File: src/rtl/wave_step_sched.sv
// wave_step_sched: turns a 4-digit BCD frequency setting into a waveform period
// (base / freq, by sequential restoring division) and steps the waveform memory
// address with a fractional accumulator so that exactly 256 memclk strobes
// occur per period.
module wave_step_sched #(
    parameter int DIV_W  = 29,
    parameter int FRQ_W  = 14,
    parameter int ADDR_W = 8
) (
    input  logic              clk,
    input  logic              rst_n,
    input  logic [3:0]        digit3,
    input  logic [3:0]        digit2,
    input  logic [3:0]        digit1,
    input  logic [3:0]        digit0,
    input  logic [1:0]        range_sel,
    input  logic              cfg_valid,
    input  logic              run,
    output logic              busy,
    output logic [DIV_W-1:0]  period_q,
    output logic [ADDR_W-1:0] addr,
    output logic              memclk,
    output logic              cfg_err,
    output logic              sat
);

    typedef enum logic [2:0] {
        IDLE  = 3'd0,
        CONV  = 3'd1,
        CHECK = 3'd2,
        DIV   = 3'd3,
        LOAD  = 3'd4,
        RUN   = 3'd5
    } state_t;

    state_t             state;
    state_t             next_state;
    logic [4:0]         cnt;
    logic [3:0]         digit_cur;
    logic               digit_bad;
    logic [FRQ_W-1:0]   freq;
    logic [DIV_W-1:0]   quo;
    logic [FRQ_W-1:0]   rem;
    logic [FRQ_W:0]     div_res;
    logic [DIV_W:0]     acc_sum;
    logic [DIV_W-1:0]   acc;

    // Dividend for each range selection.
    function automatic logic [DIV_W-1:0] base_of(input logic [1:0] sel);
        case (sel)
            2'b00:   return DIV_W'(50_000_000);
            2'b01:   return DIV_W'(500_000_000);
            2'b10:   return DIV_W'(5_000_000);
            default: return DIV_W'(500_000);
        endcase
    endfunction

    // One BCD-to-binary step: f*10 + d (the result never exceeds 9999).
    function automatic logic [FRQ_W-1:0] conv_step(input logic [FRQ_W-1:0] f,
                                                   input logic [3:0] d);
        return FRQ_W'(({4'b0, f} * (FRQ_W + 4)'(10)) + (FRQ_W + 4)'(d));
    endfunction

    // One restoring-division step; returns {quotient bit, new remainder}.
    // The partial remainder stays below the divisor, so FRQ_W bits hold it
    // and the shifted value needs one extra bit.
    function automatic logic [FRQ_W:0] div_step(input logic [FRQ_W-1:0] r,
                                                input logic b,
                                                input logic [FRQ_W-1:0] d);
        logic [FRQ_W:0] sh;
        sh = {r, b};
        if (sh >= {1'b0, d})
            return {1'b1, FRQ_W'(sh - {1'b0, d})};
        else
            return {1'b0, sh[FRQ_W-1:0]};
    endfunction

    // Digit being converted this cycle, most significant first.
    always_comb begin
        digit_cur = digit3;
        case (cnt[1:0])
            2'd0:    digit_cur = digit3;
            2'd1:    digit_cur = digit2;
            2'd2:    digit_cur = digit1;
            default: digit_cur = digit0;
        endcase
        digit_bad = (digit_cur > 4'd9);
    end

    // Arithmetic shared by the divider and the step accumulator.
    always_comb begin
        div_res = div_step(rem, quo[DIV_W-1], freq);
        acc_sum = {1'b0, acc} + (DIV_W + 1)'(256);
    end

    // State register.
    always_ff @(posedge clk or negedge rst_n) begin
        if (!rst_n)
            state <= IDLE;
        else
            state <= next_state;
    end

    // Next-state logic; a new configuration restarts conversion from any state.
    always_comb begin
        next_state = state;
        if (cfg_valid) begin
            next_state = CONV;
        end else begin
            case (state)
                CONV:    if (digit_bad)                 next_state = IDLE;
                         else if (cnt == 5'd3)          next_state = CHECK;
                CHECK:   next_state = (freq == '0) ? IDLE : DIV;
                DIV:     if (cnt == 5'(DIV_W - 1))      next_state = LOAD;
                LOAD:    next_state = RUN;
                default: next_state = state;
            endcase
        end
    end

    // Busy covers everything between accepting a setting and entering RUN.
    always_comb begin
        busy = (state == CONV) || (state == CHECK) || (state == DIV) || (state == LOAD);
    end

    // Control registers, published results and the step accumulator.
    always_ff @(posedge clk or negedge rst_n) begin
        if (!rst_n) begin
            cnt      <= '0;
            period_q <= '0;
            addr     <= '0;
            memclk   <= 1'b0;
            cfg_err  <= 1'b0;
            sat      <= 1'b0;
            acc      <= '0;
        end else begin
            memclk <= 1'b0;
            if (cfg_valid) begin
                cnt     <= '0;
                cfg_err <= 1'b0;
                sat     <= 1'b0;
            end else begin
                case (state)
                    CONV: begin
                        cnt <= cnt + 5'd1;
                        if (digit_bad)
                            cfg_err <= 1'b1;
                    end
                    CHECK: begin
                        cnt <= '0;
                        if (freq == '0) begin
                            period_q <= '0;
                            addr     <= '0;
                            sat      <= 1'b0;
                        end
                    end
                    DIV: begin
                        cnt <= cnt + 5'd1;
                    end
                    LOAD: begin
                        period_q <= quo;
                        sat      <= (quo <= DIV_W'(256));
                        addr     <= '0;
                        acc      <= '0;
                    end
                    RUN: begin
                        if (run) begin
                            if (sat) begin
                                // Period too short: strobe every cycle.
                                memclk <= 1'b1;
                                addr   <= addr + 1'b1;
                                acc    <= '0;
                            end else if (acc_sum >= {1'b0, period_q}) begin
                                memclk <= 1'b1;
                                addr   <= addr + 1'b1;
                                acc    <= DIV_W'(acc_sum - {1'b0, period_q});
                            end else begin
                                acc    <= acc_sum[DIV_W-1:0];
                            end
                        end
                    end
                    default: ;
                endcase
            end
        end
    end

    // Conversion and division datapath; contents only matter once loaded.
    always_ff @(posedge clk) begin
        if (cfg_valid) begin
            freq <= '0;
        end else begin
            case (state)
                CONV: freq <= conv_step(freq, digit_cur);
                CHECK: begin
                    quo <= base_of(range_sel);
                    rem <= '0;
                end
                DIV: begin
                    quo <= {quo[DIV_W-2:0], div_res[FRQ_W]};
                    rem <= div_res[FRQ_W-1:0];
                end
                default: ;
            endcase
        end
    end

endmodule

File: config.mk
export PLATFORM = sky130hd
export DESIGN_NAME = wave_step_sched
export DESIGN_NICKNAME = d
export VERILOG_FILES = /design/src/rtl/wave_step_sched.sv
export SDC_FILE = /design/constraint.sdc
export NUM_CORES = 1
export LEC_CHECK = 0
export ABC_AREA = 1
export CAP_MARGIN = 20
export CORE_UTILIZATION = 50
export DETAILED_ROUTE_END_ITERATION = 8
export GPL_ROUTABILITY_DRIVEN = 0
export PLACE_DENSITY = 0.69
export SYNTH_ARGS = -nofsm -noshare
export SYNTH_HDL_FRONTEND = slang
export SYNTH_SLANG_ARGS = --single-unit
File: constraint.sdc
create_clock -name clk -period 3.9 [get_ports clk]
set_input_delay 0.78 -clock clk [delete_from_list [all_inputs] [get_ports clk]]
set_output_delay 0.78 -clock clk [all_outputs]
set_load 0.03 [all_outputs]
[Word-level counts from Yosys, hierarchy flattened]
Cells that the tools add are included.
Cells by class
  add/sub/neg operators: 6
  $mul: 1
  reductions and logical operators: 23
  bitwise logic cells: 1
  order comparisons: 4
  muxes and demuxes: 35
  equal/unequal tests: 17
Operators by type and width (count)
  $pmux W29 S2: 3
  $mux W29: 4
  $pmux W29 S3: 1
  $mux W8: 4
  $add A29 B9 Y30 const B: 1
  $ge A30 B29 Y1: 1
  $le A29 B9 Y1 const B: 1
  $sub A29 B29 Y29: 1
  $pmux W14 S2: 1
  $pmux W8 S3: 1
  $ge A15 B14 Y1: 1
  $mux W15: 1
  $add A14 B4 Y14: 1
  $logic_not A14 Y1: 1
  $mul A14 B3 Y13 const B: 1
  $sub A14 B14 Y14: 1
  $mux W3: 4
  $pmux W3 S4: 1
  $pmux W4 S3: 1
  $mux W1: 10
  $pmux W5 S2: 1
  $reduce_bool A2 Y1: 5
  $ne A3 B3 Y1 const B: 3
  $reduce_and A3 Y1: 3
  23 further kinds: 35
Word-level totals
  flip-flop bits (word level): 134
  input port bits: 22
  output and inout bits: 41

[Logic depth before layout (Yosys ltp)]
  depth after elaboration: 7
  depth in mapped cells: 25
  mapped depth without buffers: 23

[Least setup slack after synthesis]
OpenSTA, ideal clock, no wires.
  kind: input to register
  start: input cfg_valid
  end: register quo[0], enable pin
  library setup time: 444 ps
  cell stages on the path: 3
  arrival time: 2999 ps
  path slack: 458 ps
  buffers on the path: 2
  cells stage by stage: clkbuf_1 clkbuf_1 nor2_1
On the way
  cells in the longest elaborated chain, start to end: 2
RTL lines
  from (decl): line 17  | input logic cfg_valid,
  $not A1 Y1 (no line)
  $reduce_and A2 Y1 (no line)
  to (signal assigned): line 196  | quo <= base_of(range_sel);
  to (signal assigned): line 200  | quo <= {quo[DIV_W-2:0], div_res[FRQ_W]};
  to (decl): line 42  | logic [DIV_W-1:0] quo;
Every way passes these cells.
A chain may end at the register's enable or synchronous reset.

[Worst setup path after layout]
  start: register acc[10]
  end: register acc[11]
On the way
  cells in the longest elaborated chain, start to end: 6
RTL lines
  from (decl): line 46  | logic [DIV_W-1:0] acc;
  from (signal assigned): line 176  | acc <= DIV_W'(acc_sum - {1'b0, period_q});
  from (signal assigned): line 178  | acc <= acc_sum[DIV_W-1:0];
  $add A29 B9 Y30 (*): line 93  | acc_sum = {1'b0, acc} + (DIV_W + 1)'(256);
  $sub A29 B29 Y29 / $ge A30 B29 Y1 (equally long branches): line 176, 173
  $mux W29 (*): line 173  | end else if (acc_sum >= {1'b0, period_q}) begin
  $mux W29 (*): line 168  | if (sat) begin
  $mux W29 (*): line 167  | if (run) begin
  $pmux W29 S2 (*): line 143  | case (state)
Mark *: on every way between the ends. The rest lies on a longest branch, timed or not. The select of a mux whose other input is x is not followed.

==> results.cfg <==
[yosys]
ys_seq_area_share_pct = 34.2
synth_xor_area_share_pct = 5.14
yosys.area_share.simple_pct = 30.3
postSynth.asyncResetShare_pct = 57.5
synth_fa_ha_area_share_pct = 10.2
synthTopCellsByArea = dfrtp_1 (19%), nand2_1 (13%), edfxtp_1 (13%)
synth_ff_type = dfrtp_1
syn_nets = 1546
synth_edf_count = 43
avgSynthCellArea_um2 = 7.08
yosys.area.top_type = dfrtp_1
synth_compound_gate_area_share_pct = 10.6
syn_inst = 1443
synth_warnings = 0
synth_common_cells = nand2_1 (358), inv_1 (210), nand3_1 (152), nor2_1 (125), o21ai_0 (102)
yosysTopAreaCellShare_pct = 18.9
yosys.cell_types.count = 41
synth_mux_area_share_pct = 0
synth.most_common_cell = nand2_1
synth_top_family_by_area = simple AND/OR/NAND/NOR gates
synth_area_um2 = 10200
ys_seq_elements = 134

[setup_path]
critPathLaunchType = register
crit_chain = nand3_1 -> nor3_4 -> nand2_1 -> nor2_1 -> nand3_1 -> xor2_1 -> inv_1 -> ha_1 -> nand2_1 -> nor2_1 -> nand2_1 -> nor2_1 -> nand3_1 -> nand4_1 -> nor2_4 -> nand2_2 -> buf_12 -> nand2_1 -> nand3_1 -> o21ai_0
timing.rr.end = acc[11]$_DFFE_PN0P_
crit_path_end_kind = register
critPathLaunch = acc[10]$_DFFE_PN0P_
crit_cells = 20
worstSetupPathType = reg -> reg
cp_slowest_cell = dfrtp_1
rr_startpoint = acc[10]$_DFFE_PN0P_
cp_max_fo = 21
crit_family = simple AND/OR/NAND/NOR gates
regToRegSetupSlack_ns = 0.31
max_stage_delay_ns = 0.39
reg2reg_depth = 20
crit_end = acc[11]$_DFFE_PN0P_
path_buf_inv = 2
worst_ep_required_time_ns = 4.21
arrival_ns = 3.90

[grt]
grt_overflow = 0
track_usage_pct = 28.2
grt_first_pass_wirelength_um = 47000
grt_pass1_vias = 9256
grt_max_degree = 78
antenna_found_initial = 1

[floorplan]
design.core.area_um2 = 19700
std_cell_rows = 51
die_area_um2 = 21000
die_w_um = 145
initial_core_util_pct = 51.8
ioPinCount = 63
fp.dieH_um = 145

[finish]
drive_gt1_share_pct = 4.34
num-nets-final = 1612
area_growth_pct = 15.8

[power]
peakVddDrop_v = 0.000464
power_leakage_nw = 5.99
pwr-share-seq_pct = 18.7
pwr-share-comb_pct = 66.2
power.density_nw_per_um2 = 969
clkPwrFrac_pct = 15.2
intPower_mw = 5.49
power_switching_mw = 5.97
switching_share_pct = 52.1

[sta]
worst_slew_pin_slew_ns = 0.693
clock_skew_ns = 0.0176
slew_headroom_pct = 53.6
timing.setup.tns_ns = 0
timing.final.crit_share_pct = 92.0
period_minus_slack_ns = 3.59
finalSetupViolations = 0
hold_viol_final = 0
timing.hold.ws_ns = 0.305
fmax_mhz = 279
rsz0062_at_grt = no
maxSlewViolCount = 0

[clocking]
clock_latency_ns = 0.44
cts.clk_slew.worst_paths_ns = 0.07
hold_buffers = 0
cts_tree = done
cts.sinks = 134
cts-root-buf = clkbuf_16
numCtsBuffers = 17
clk_path_buf_depth = 2
h-tree-depth = 4

[detailed_routing]
drtAntennaViolNets = 0
routed_via_density = 5.48
vias = 9805
wl_per_cell_um = 16.1
dr.pass1.iters = 6
routed_wl_um = 28700
drt_iter0_markers = 789
drc = 0

[worst_hold_path]
hold_path.class = in -> async

[outcome]
status = finished, final reports clean

[flow_run]
maxCapViolCount = 0

[placement]
port_buffers = 62
detailed_place_hpwl_um = 22200
## stage by stage
stage               utilization, %  setup WS, ns  std cells  cell area [um2]  power, mW
floorplan                        -         0.458       1443            10200       7.56
global placement              56.6         0.368       1754            11200       9.54
detailed placement            56.6         0.306       1754            11200       9.58
CTS                           59.8         0.286       1786            11800       11.4
global route                  60.0       0.00893       1787            11800       12.4
finish                        60.0         0.312       1788            11800       11.5
## how the worst min path moves through the flow
| stage | endpoint | slack [ns] | startpoint |
|---|---|---|---|
| finish | acc[18]$_DFFE_PN0P_ | 0.30 | rst_n |
| global placement | acc[0]$_DFFE_PN0P_ | 0.46 | acc[0]$_DFFE_PN0P_ |
| CTS | acc[0]$_DFFE_PN0P_ | 0.49 | acc[0]$_DFFE_PN0P_ |
| floorplan | acc[0]$_DFFE_PN0P_ | 0.44 | acc[0]$_DFFE_PN0P_ |
| detailed placement | acc[2]$_DFFE_PN0P_ | 0.48 | acc[2]$_DFFE_PN0P_ |
| global route | cnt[0]$_DFFE_PN0P_ | 0.34 | rst_n |
## flip-flops by register name (all words and copies together) (netlist names)
register	count
period_q	29
state	3
addr	8
acc	29
memclk	1
sat	1
freq	14
cnt	5
quo	29
rem	14
cfg_err	1
## layout make-up
| type | count | area [um2] |
|---|---|---|
| inverter | 214 | 803 |
| tap | 265 | 332 |
| clock buffer | 20 | 478 |
| antenna | 1 | 2.50 |
| sequential | 134 | 3500 |
| fill | 1818 | 7880 |
| clock inverter | 12 | 156 |
| timing repair buffer | 80 | 786 |
| multi-input combinational | 1062 | 5780 |
## layer usage
metal  vias up  share of wire, %  global-route usage [%]
met4         0               4.0                    13.2
met1      4561                45                    37.3
met3        60               4.8                    3.40
met2       300                46                    45.8
met5         -                 0                       0
li1       4884                 -                       -
## worst register-to-register path, cell delays in order (launching register included)
cell	delay [ns]
dfrtp_1	0.39
nand3_1	0.19
nor3_4	0.24
nand2_1	0.15
nor2_1	0.23
nand3_1	0.12
xor2_1	0.23
inv_1	0.10
ha_1	0.38
nand2_1	0.13
nor2_1	0.19
nand2_1	0.10
nor2_1	0.14
nand3_1	0.08
nand4_1	0.12
nor2_4	0.07
nand2_2	0.19
buf_12	0.19
nand2_1	0.08
nand3_1	0.07
o21ai_0	0.07
## power by group through the flow
| stage | clock network, mW | registers [mW] | logic [mW] |
|---|---|---|---|
| 4_1_cts | 1.76 | 2.14 | 7.46 |
| 2_1_floorplan | 0 | 2.33 | 5.24 |
| 5_1_grt | 1.81 | 2.18 | 8.45 |
| 6_report | 1.74 | 2.14 | 7.58 |
| 3_5_place_dp | 0 | 2.16 | 7.41 |
| 3_3_place_gp | 0 | 2.16 | 7.38 |
## repair_timing
action	4_1_cts	5_1_grt
setup buffers	0	0
endpoints found under the setup margin	0	15
gates resized for setup	0	2
## placed cells by master, fill, tap and decap left out, drive strengths merged, types with 4 or more instances in the layout
cell	netlist	final
a21o	4	4
a21oi	71	71
buf	16	19
clkbuf	17	20
clkdlybuf4s50	0	61
clkinv	2	6
dfrtp	77	77
dfxtp	14	14
edfxtp	43	43
fa	4	4
ha	77	77
inv	212	217
nand2	360	360
nand3	152	152
nand3b	12	12
nand4	36	36
nor2	126	126
nor3	21	21
nor4	7	7
o21ai	105	105
o21bai	6	6
xnor2	26	26
xor2	34	34
## kinds of logic (layout without fill, tap and decap cells)
kind of cell / Yosys count / count (layout)
and+or+nand+nor: 718 / 718
DFF: 134 / 134
buffers and inverters: 247 / 326
other: 0 / 1
adders and majority gates: 81 / 81
xor gates and xnor gates: 60 / 60
AOI/OAI and AO/OA: 203 / 203
(Power assumes the default switching activity.)
